===== src/rtl/mul_pkg.sv =====
`timescale 1ns/1ps
`default_nettype none
// ============================================================================
// Module   : mul_pkg
// Purpose  : Shared types and constants for the sequential carry-save
//            multiplier (FSM state encoding, default operand width, and a
//            helper for sizing the step counter).
// Revision : 1.0 - initial release
// ============================================================================
package mul_pkg;

  // Default operand width; the product is twice this wide.
  localparam int MUL_N = 12;

  // Multiplier sequencing states, explicitly 2 bits wide.
  typedef enum logic [1:0] {
    IDLE    = 2'd0,
    ACCUM   = 2'd1,
    RESOLVE = 2'd2,
    DONE    = 2'd3
  } mul_state_t;

  // Step counter width: enough bits to count 0..n-1, never narrower than 1.
  function automatic int count_width(input int n);
    return (n > 1) ? $clog2(n) : 1;
  endfunction

endpackage : mul_pkg
`default_nettype wire


===== src/rtl/three2add.sv =====
`timescale 1ns/1ps
`default_nettype none
// ============================================================================
// Module   : three2add
// Purpose  : Carry-save 3:2 adder. Reduces three (n+1)-bit operands to a
//            (t, s) pair with t + s == x + y + z. Both results are n+2 bits
//            wide; the carry vector t is pre-shifted so t[0] is always 0.
// Revision : 1.0 - initial release
// ============================================================================
module three2add #(
  parameter int n = 12
) (
  input  logic [n:0]   x,
  input  logic [n:0]   y,
  input  logic [n:0]   z,
  output logic [n+1:0] t,
  output logic [n+1:0] s
);

  logic [n:0] w_sum;
  logic [n:0] w_maj;

  // Bitwise full-adder: sum bit and majority (carry) bit per column.
  always_comb begin
    w_sum = x ^ y ^ z;
    w_maj = (x & y) | (x & z) | (y & z);
  end

  // Sum stays in place; carries move up one column, so bit 0 of t is 0.
  assign s = {1'b0, w_sum};
  assign t = {w_maj, 1'b0};

endmodule : three2add
`default_nettype wire


===== src/rtl/csa_mul_seq.sv =====
`timescale 1ns/1ps
`default_nettype none
// ============================================================================
// Module   : csa_mul_seq
// Purpose  : Sequential unsigned N x N multiplier. The running partial sum is
//            kept in carry-save form (S, C); one multiplier bit is folded in
//            per cycle through a 3:2 adder and one low product bit retires
//            per cycle. A single N-bit carry-propagate add resolves the high
//            half at the end. Valid/ready handshake on both sides.
// Revision : 1.0 - initial release
// ============================================================================
module csa_mul_seq
  import mul_pkg::*;
#(
  parameter int N = MUL_N
) (
  input  logic           clk,
  input  logic           rst,
  input  logic           in_valid,
  output logic           in_ready,
  input  logic [N-1:0]   a,
  input  logic [N-1:0]   b,
  output logic           out_valid,
  input  logic           out_ready,
  output logic [2*N-1:0] p
);

  localparam int             CW           = count_width(N);
  localparam logic [CW-1:0]  c_last_count = CW'(N - 1);

  mul_state_t      r_state;
  mul_state_t      w_state_next;

  logic [N-1:0]    r_a;        // latched multiplicand
  logic [N-1:0]    r_b;        // multiplier, shifted right once per step
  logic [N:0]      r_s;        // redundant partial sum: sum vector
  logic [N:0]      r_c;        // redundant partial sum: carry vector
  logic [N-1:0]    r_lo;       // retired low product bits, filled from the top
  logic [CW-1:0]   r_count;    // ACCUM step index
  logic [2*N-1:0]  r_p;        // registered product

  logic [N:0]      w_pp;
  logic [N+1:0]    w_t;
  logic [N+1:0]    w_s;
  logic [N:0]      w_hi_full;
  logic [N-1:0]    w_hi;
  logic            w_last_step;
  logic            w_unused_bits;

  // Current partial product: multiplicand gated by the multiplier LSB.
  always_comb begin
    w_pp = '0;
    if (r_b[0]) begin
      w_pp = {1'b0, r_a};
    end
  end

  three2add #(
    .n (N)
  ) u_three2add (
    .x (r_s),
    .y (r_c),
    .z (w_pp),
    .t (w_t),
    .s (w_s)
  );

  // High half: S + C is bounded below 2^N once all steps are done, so the
  // top bit of the full sum is always 0 and is dropped.
  assign w_hi_full = r_s + r_c;
  assign w_hi      = w_hi_full[N-1:0];

  // t[0] is structurally 0 and the resolve carry-out cannot be set.
  assign w_unused_bits = w_t[0] ^ w_hi_full[N];

  assign w_last_step = (r_count == c_last_count);

  // State register.
  always_ff @(posedge clk) begin
    if (rst) begin
      r_state <= IDLE;
    end else begin
      r_state <= w_state_next;
    end
  end

  // Next-state decode.
  always_comb begin
    w_state_next = r_state;
    case (r_state)
      IDLE: begin
        if (in_valid) begin
          w_state_next = ACCUM;
        end
      end
      ACCUM: begin
        if (w_last_step) begin
          w_state_next = RESOLVE;
        end
      end
      RESOLVE: begin
        w_state_next = DONE;
      end
      DONE: begin
        if (out_ready) begin
          w_state_next = IDLE;
        end
      end
      default: begin
        w_state_next = IDLE;
      end
    endcase
  end

  // Datapath: load on acceptance, one carry-save step per ACCUM cycle,
  // product capture in RESOLVE, hold everywhere else.
  always_ff @(posedge clk) begin
    if (rst) begin
      r_a     <= '0;
      r_b     <= '0;
      r_s     <= '0;
      r_c     <= '0;
      r_lo    <= '0;
      r_count <= '0;
      r_p     <= '0;
    end else begin
      case (r_state)
        IDLE: begin
          if (in_valid) begin
            r_a     <= a;
            r_b     <= b;
            r_s     <= '0;
            r_c     <= '0;
            r_lo    <= '0;
            r_count <= '0;
          end
        end
        ACCUM: begin
          // The LSB of the redundant sum is final (t[0] is 0), so it
          // retires into the low half; the rest shifts down one column.
          r_lo    <= {w_s[0], r_lo[N-1:1]};
          r_s     <= w_s[N+1:1];
          r_c     <= w_t[N+1:1];
          r_b     <= r_b >> 1;
          r_count <= r_count + CW'(1);
        end
        RESOLVE: begin
          r_p <= {w_hi, r_lo};
        end
        default: begin
        end
      endcase
    end
  end

  // Handshake outputs decode straight from state; product is registered.
  assign in_ready  = (r_state == IDLE);
  assign out_valid = (r_state == DONE);
  assign p         = r_p;

endmodule : csa_mul_seq
`default_nettype wire


===== config.mk =====
export PLATFORM = sky130hd
export DESIGN_NAME = csa_mul_seq
export DESIGN_NICKNAME = d
export VERILOG_FILES = /design/src/rtl/mul_pkg.sv /design/src/rtl/three2add.sv /design/src/rtl/csa_mul_seq.sv
export SDC_FILE = /design/constraint.sdc
export NUM_CORES = 1
export LEC_CHECK = 0
export BUFFER_PORTS_ARGS = -buffer_cell sky130_fd_sc_hd__buf_2
export CORE_ASPECT_RATIO = 0.5
export CORE_MARGIN = 1
export CORE_UTILIZATION = 40
export DETAILED_ROUTE_END_ITERATION = 8
export PLACE_DENSITY = 0.65
export SYNTH_ARGS = -nofsm -noshare
export SYNTH_HDL_FRONTEND = slang
export SYNTH_SLANG_ARGS = --single-unit

===== constraint.sdc =====
create_clock -name clk -period 5 [get_ports clk]
set_input_delay 0 -clock clk [delete_from_list [all_inputs] [get_ports clk]]
set_output_delay 0 -clock clk [all_outputs]
set_load 0.05 [all_outputs]

[Yosys cells after proc, flatten, opt, wreduce, memory -nomap -nowiden]
Cells that the tools add are included.
Storage, ports and cells
  flip-flop bits (word level): 92
  input bits: 28
  output and inout bits: 26
Cells by class
  $add $sub $neg: 2
  equal/unequal tests: 7
  muxes and demuxes: 14
  bitwise operators: 7
  reduce and logical (&&, ||, !) cells: 5
Operators with widths (number)
  13-bit one-hot mux with 2 select lines: 2
  12-bit one-hot mux with 2 select lines: 2
  12-bit two-way mux: 3
  13-bit by 12-bit AND with 13-bit output: 2
  13-bit bitwise OR: 2
  13-bit AND: 1
  13-bit two-way mux: 1
  13-bit by 12-bit bitwise XOR with 13-bit output: 1
  13-bit bitwise XOR: 1
  12-bit adder: 1
  2-bit one-hot mux with 4 select lines: 1
  4-bit one-hot mux with 2 select lines: 1
  2-bit two-way mux: 3
  4-bit by 1-bit adder with 4-bit output, second input constant: 1
  2-bit equality test, second input constant: 2
  4-bit equality test, second input constant: 1
  4-bit two-way mux: 1
  2-bit != test, second input constant: 2
  2-bit AND reduction: 2
  3-bit AND reduction: 1
  2-bit by 1-bit equality test with 1-bit output, second input constant: 1
  2-bit logical NOT: 1
  2-bit by 1-bit != test with 1-bit output, second input constant: 1
  2-bit nonzero test: 1

[Longest topological paths before layout]
Gate-level depths: netlist of the first run.
  word-level depth: 5
  gate-level depth with buffers: 8
  gate-level depth less buffers: 7

[Hierarchy]
A second synthesis of the first run with hierarchy kept.
Unflattened totals
  cells, all modules: 462
  area total of the unflattened synthesis: 4277.9 um^2
Modules (own cells, without submodules)
  csa_mul_seq: times used 1, cells each 446, area an instance 3998.8 um^2, seq. area each 1841.8 um^2
  three2add: times used 1, cells each 16, area an instance 279.0 um^2, seq. area each 0.0 um^2

[Least setup slack after synthesis of the first run]
Ideal clock, no wire load.
  path type: flip-flop to flip-flop
  start point: reg r_s[0]
  end point: reg r_p[18] (netlist: p[18])
  setup time: 116 ps
  arrival: 1912 ps
  required time: 4884 ps
  slack: 2972 ps
  cell stages (with the launch flop): 7
  path buffers: 0
  cells stage by stage: dfxtp_1 ha_1 fa_1 a21o_2 a41o_1 or3_1 a31o_2
On the way
  cells in the longest elaborated chain, start to end: 1
RTL lines
  start, declared: line csa_mul_seq.sv:36  | logic [N:0] r_s;
  start signal, assigned: line csa_mul_seq.sv:142  | r_s <= w_s[N+1:1];
  12-bit adder: line csa_mul_seq.sv:70  | assign w_hi_full = r_s + r_c;
  end signal, assigned: line csa_mul_seq.sv:148  | r_p <= {w_hi, r_lo};
  end, declared: line csa_mul_seq.sv:40  | logic [2*N-1:0] r_p;
Every way passes these cells.
A chain may end at the register's enable or synchronous reset.

[Worst setup path in the final report of the first run]
  start point: reg r_state[1]
  end point: reg r_s[3]
On the way
  cells in the longest elaborated chain, start to end: 3
  elaborated cells between the ends (all ways): 6
  those cells by class: eq/ne (2); mux (1); reduce/logical (3)
RTL lines
  start, declared: line csa_mul_seq.sv:31  | mul_state_t r_state;
  start signal, assigned: line csa_mul_seq.sv:83  | r_state <= w_state_next;
  2-bit by 1-bit equality test with 1-bit output or 2-bit logical NOT (tied branches): line csa_mul_seq.sv:127  | case (r_state)
  2-bit nonzero test (no source line) or 2-bit != test (tied branches)
  2-bit AND reduction (no source line)
Parallel ways exist; a longest one is shown, timed or not.

==> reports/results.tsv, run 1 <==
metric	value	unit
p_leak	1.96	nW
drc	0	
synth_area_per_cell	8.58	um2
placed_cells	650	
final_hold_viol_count	0	
cp-start-kind	flop	
cts_root_buf	clkbuf_16	
holdPathStages	3	
regArea	1780	um2
whs_endpoint	r_b[7]	
setup_ws	2560	ps
ys.warnings.count	0	
grt_pass1_wl	14000	um
cts_tree	done	
critPathMaxFanout	23	
cp_slowest_cell	ha_1	
syn_nets	545	
skew	9.24	ps
rows	25	
core_area	9790	um2
status	finished, final reports clean	
viasPerCell	4.86	
num_io_pins	54	
wl_per_cell	12.3	um
path_class	flop to flop	
first_global_vias	2931	
final.setup.tns	0	ps
relSlewSlack	0.370	
ir_drop	0.215	mV
synth-edff-count	0	
cts.sinks	89	
num_antenna_cells	0	
gp_congestion	0.764	
via_count	3331	
grt_max_degree	51	
path_cells	inv_1 -> ha_1 -> nand2_1 -> nor2_1 -> a21oi_1 -> nor2_1	
synth_flop_cell	dfxtp_1	
antenna_found_initial	0	
drv_slew	0	
r2r_slack	2560	ps
cap_violations	0	
ant_nets	0	
io_buffers	53	
fin_crit_sh	0.487	
multi_input_area	2190	um2
fin_crit	2440	ps
regToRegStartpoint	r_state[1]	
area_delta_synth_final	20.1	%
path_clk_slew	70	ps
dpl.hpwl	5800	um
total_power	2.20	mW
fmax	411	MHz
clk_latency	340	ps
initial_core_util	0.428	
drtIter0Drc	239	
stdcell_count	685	
path_common_cell	nor2_1	
cts_resized	0	
die_h	74.4	um
cts_htree_levels	3	
die_w	147	um
worstPathRequired	5270	ps
r2r-end	r_s[3]	
routed_wl	8450	um
gr-total-overflow	0	
ctsLongestPathBuffers	2	
cp.arrival	2710	ps
end_kind	flop	
tightest_slew	944	ps
slowest_delay	770	ps
fillers	944	
setup_viol	0	
drt_first_pass_iters	4	
syn-cell-area	4190	um2
final_common_cell	nor2_1	
track_usage	0.165	
numCtsBuffers	9	
place_ws	2590	ps
syn_inst	488	
die_area	10900	um2
async_flop_share	0	
synth_cell_types	41	
hp-class	primary input to flop	
drive_above_1_share	0.136	
ys_seq_elements	89	
reg2reg_depth	6	
mostFrequentLayoutCells	101 x nor2_1, 89 x dfxtp_1, 53 x buf_2	
ys_seq_area_frac	0.425	
rsz0062_at_grt	false	
hp-start	b[7]	
power_per_cell_area	438	nW/um2
fin_nets	603	
-- flip-flops by register name (all words and copies together), names as in the netlist --
register and cells:
r_count 4, r_c 12, r_lo 12, r_b 12
r_a 12, r_s 11, r_state 2, p 24
-- layout make-up --
class	instances	share of cell area
sequential	89	0.354
timing repair buffer	76	0.0970
clock buffer	9	0.0448
clock inverter	6	0.0149
inverter	27	0.0201
multi-input combinational	343	0.436
tap	135	0.0336
-- metal layers --
layer / vias up / global-route usage / part of all wire
li1: 1763 / - / -
met1: 1503 / 0.240 / 0.55
met2: 59 / 0.233 / 0.39
met3: 6 / 0.0460 / 0.048
met4: 0 / 0.0590 / 0.010
met5: - / 0 / 0
-- where the power goes --
group          internal (mW)  switching [mW]  total (mW)
combinational          0.216           0.475       0.691
clock                  0.392           0.283       0.675
sequential             0.786          0.0502       0.836
-- through the flow --
stage          utilization  cell area [um2]  hold WS (ps)
2_1_floorplan            -             4190           136
5_1_grt              0.514             5030          30.7
4_1_cts              0.514             5030          4.80
3_3_place_gp         0.463             4530           242
3_5_place_dp         0.463             4530           248
6_report             0.514             5030          11.7
-- synthesized netlist by cell type, drive strengths merged, types with 2 or more instances --
cell type / count / area [um2]
a21o: 5 / 38.8
nor3: 5 / 25.0
nor2b: 2 / 12.5
o21a: 3 / 22.5
buf: 8 / 38.8
nor2: 101 / 379
ha: 17 / 213
a41oi: 2 / 17.5
nand2b: 3 / 18.8
xnor2: 5 / 43.8
mux2i: 31 / 310
a21oi: 40 / 200
inv: 27 / 101
dfxtp: 89 / 1780
a22oi: 17 / 128
or3: 2 / 12.5
clkbuf: 21 / 78.8
fa: 12 / 240
nand2: 48 / 180
nand3: 3 / 15.0
nor3b: 6 / 45.0
a211oi: 16 / 120
o21ai: 9 / 45.0
and2: 3 / 18.8
-- repair_timing --
action / in CTS / in global routing
endpoints found under the setup margin: 0 / 0
hold buffers: 20 / 0
setup buffers: 0 / 0
hold endpoints to repair: 20 / 0
-- cells by family (layout without fill, tap and decap cells) --
group | count (synthesis) | in the layout | synth area share
AOI/OAI and AO/OA | 100 | 100 | 0.153
buffers and inverters | 56 | 118 | 0.0523
xor gates and xnor gates | 5 | 5 | 0.0105
and+or+nand+nor | 178 | 178 | 0.177
adders and majority gates | 29 | 29 | 0.108
muxes | 31 | 31 | 0.0741
DFF | 89 | 89 | 0.425
-- how the worst max path moves through the flow --
stage | end | start | cells past startpoint
final | r_s[3] | r_state[1] | 6
after global routing | r_c[7] | r_state[1] | 6
after CTS | r_s[3] | r_state[1] | 6
after detailed placement | r_s[3] | r_state[1] | 6
after global placement | r_s[9] | r_state[1] | 6
after floorplan | p[18] | r_s[0] | 6
-- worst max-delay path, delay by kind of cell (launching register included) --
| family | cells | cell delay, ps |
|---|---|---|
| and+or+nand+nor | 3 | 1120 |
| adders and majority gates | 1 | 770 |
| DFF | 1 | 340 |
| buffers and inverters | 1 | 80 |
| AOI/OAI and AO/OA | 1 | 60 |
(Power assumes the default switching activity.)
==> run 2: changes to the inputs <==
- clock period: 5 -> 2.45 ns (I/O delays scaled with it)
==> run 2 against run 1 <==
Compared with the run above: power rose by 120%; clock power rose by 130%; combinational power rose by 110%; worst setup slack got worse by 2300 ps; critical endpoint is now p[20]; largest cell class unchanged; largest power group unchanged; highest routed layer unchanged.
==> reports/results.tsv, run 2 (synthesis results as in run 1) <==
metric	value	unit	change
status	finished, final reports clean		
crit_family	compound AO/OA/AOI/OAI gates		
place_ws	321	ps	-2260 ps
grt_pass1_wl	14800	um	+5.4%
drv_slew	0		unchanged
path_clk_slew	60	ps	about the same
worst-path-buf-inv	0		-1
fin_crit	2160	ps	-277 ps
hp-class	primary input to flop		
dr.max_layer_used	met4		
core_area	9790	um2	unchanged
cp_slowest_cell	fa_1		
tightest_slew	754	ps	-190 ps
slowest_delay	400	ps	-370 ps
cap_violations	0		unchanged
final_core_utilization	0.523		+0.00895
relSlewSlack	0.497		+0.126
final_common_cell	nor2_1		
cp.arrival	2410	ps	-300 ps
die_h	74.4	um	unchanged
total_power	4.74	mW	+120%
die_area	10900	um2	unchanged
placed_cells	655		+0.77%
drive_above_1_share	0.144		+0.00752
fillers	955		+1.2%
viasPerCell	5.01		+3.0%
wl_met2	3670	um	+11%
path_cells	ha_1 -> fa_1 -> a21o_2 -> a41o_1 -> nor4_1 -> o21ai_0 -> a311oi_1		
via_count	3461		+3.9%
gp_congestion	0.819		+7.3%
drtIter0Drc	237		-0.84%
end_kind	flop		
wl_met3	375	um	-6.9%
area_delta_synth_final	22.2	%	
placed_area	4570	um2	+0.83%
final.setup.tns	0	ps	unchanged
grt_max_degree	40		-22%
setup_viol	0		unchanged
dpl.hpwl	6010	um	+3.6%
track_usage	0.172		+0.00668
critPathMaxFanout	3		-87%
rsz0062_at_grt	false		
ir_drop	0.473	mV	+120%
wl_per_cell	12.8	um	+3.6%
numCtsBuffers	9		unchanged
rows	25		unchanged
cts.sinks	89		unchanged
fin_nets	609		+1.0%
antenna_found_initial	0		unchanged
p_leak	2.01	nW	+2.4%
cp-start-kind	flop		
clk_latency	340	ps	about the same
cts_htree_levels	3		unchanged
initial_core_util	0.428		unchanged
whs	15.0	ps	+3.33 ps
num_io_pins	54		unchanged
fmax	463	MHz	+13%
cts_resized	0		unchanged
ctsLongestPathBuffers	2		unchanged
num_antenna_cells	0		unchanged
die_w	147	um	unchanged
cts_tree	done		
first_global_vias	3093		+5.5%
io_buffers	53		unchanged
ant_nets	0		unchanged
routed_wl	8830	um	+4.5%
finalInstanceArea	5120	um2	+1.7%
final_hold_viol_count	0		unchanged
wl_met1	4700	um	+1.1%
skew	5.74	ps	-3.49 ps
worstPathRequired	2700	ps	-2570 ps
cts_root_buf	clkbuf_16		
drc	0		unchanged
drt_first_pass_iters	5		+1
power_per_cell_area	926	nW/um2	+110%
largest_reg_flops	24		unchanged
stdcell_count	691		+0.88%
fin_crit_sh	0.881		+0.394
gr-total-overflow	0		unchanged
path_class	flop to flop		
setup_ws	292	ps	-2270 ps
mostFrequentLayoutCells	101 x nor2_1, 89 x dfxtp_1, 53 x buf_2		
==> run 2: final timing paths <==
check,cells after the start,end,slack [ps],startpoint
setup / recovery,7,p[20],290,r_s[0]
setup reg to reg,7,p[20],290,r_s[0]
hold / removal,3,r_b[0],20,b[0]
hold reg to reg,2,r_a[0],460,r_a[0]
==> run 2: worst min-delay path: stages <==
cell and delay (ps):
buf_2 100, mux2i_1 120, a211oi_1 80
==> run 2: metal layers <==
layer,global-route usage,vias up
met3,0.0454,8
met5,0,-
met4,0.0544,0
met2,0.258,63
li1,-,1775
met1,0.242,1615
==> run 2: report_power, final <==
| part | internal, mW | switching [mW] |
|---|---|---|
| registers | 1.60 | 0.105 |
| logic | 0.483 | 0.983 |
| clock network | 0.998 | 0.568 |
| total | 3.09 | 1.66 |
==> run 2: layout make-up <==
type | count | area (um2) | area share
Sequential cell | 89 | 1780 | 0.348
Timing Repair Buffer | 82 | 536 | 0.105
Clock inverter | 6 | 115 | 0.0225
Multi-Input combinational cell | 343 | 2190 | 0.428
Clock buffer | 9 | 225 | 0.0440
Inverter | 27 | 101 | 0.0198
Tap cell | 135 | 169 | 0.0330
==> run 2: repair_timing <==
item,CTS,global route
setup endpoints to repair,0,0
setup buffers,0,0
hold buffers,21,0
hold endpoints to repair,21,0
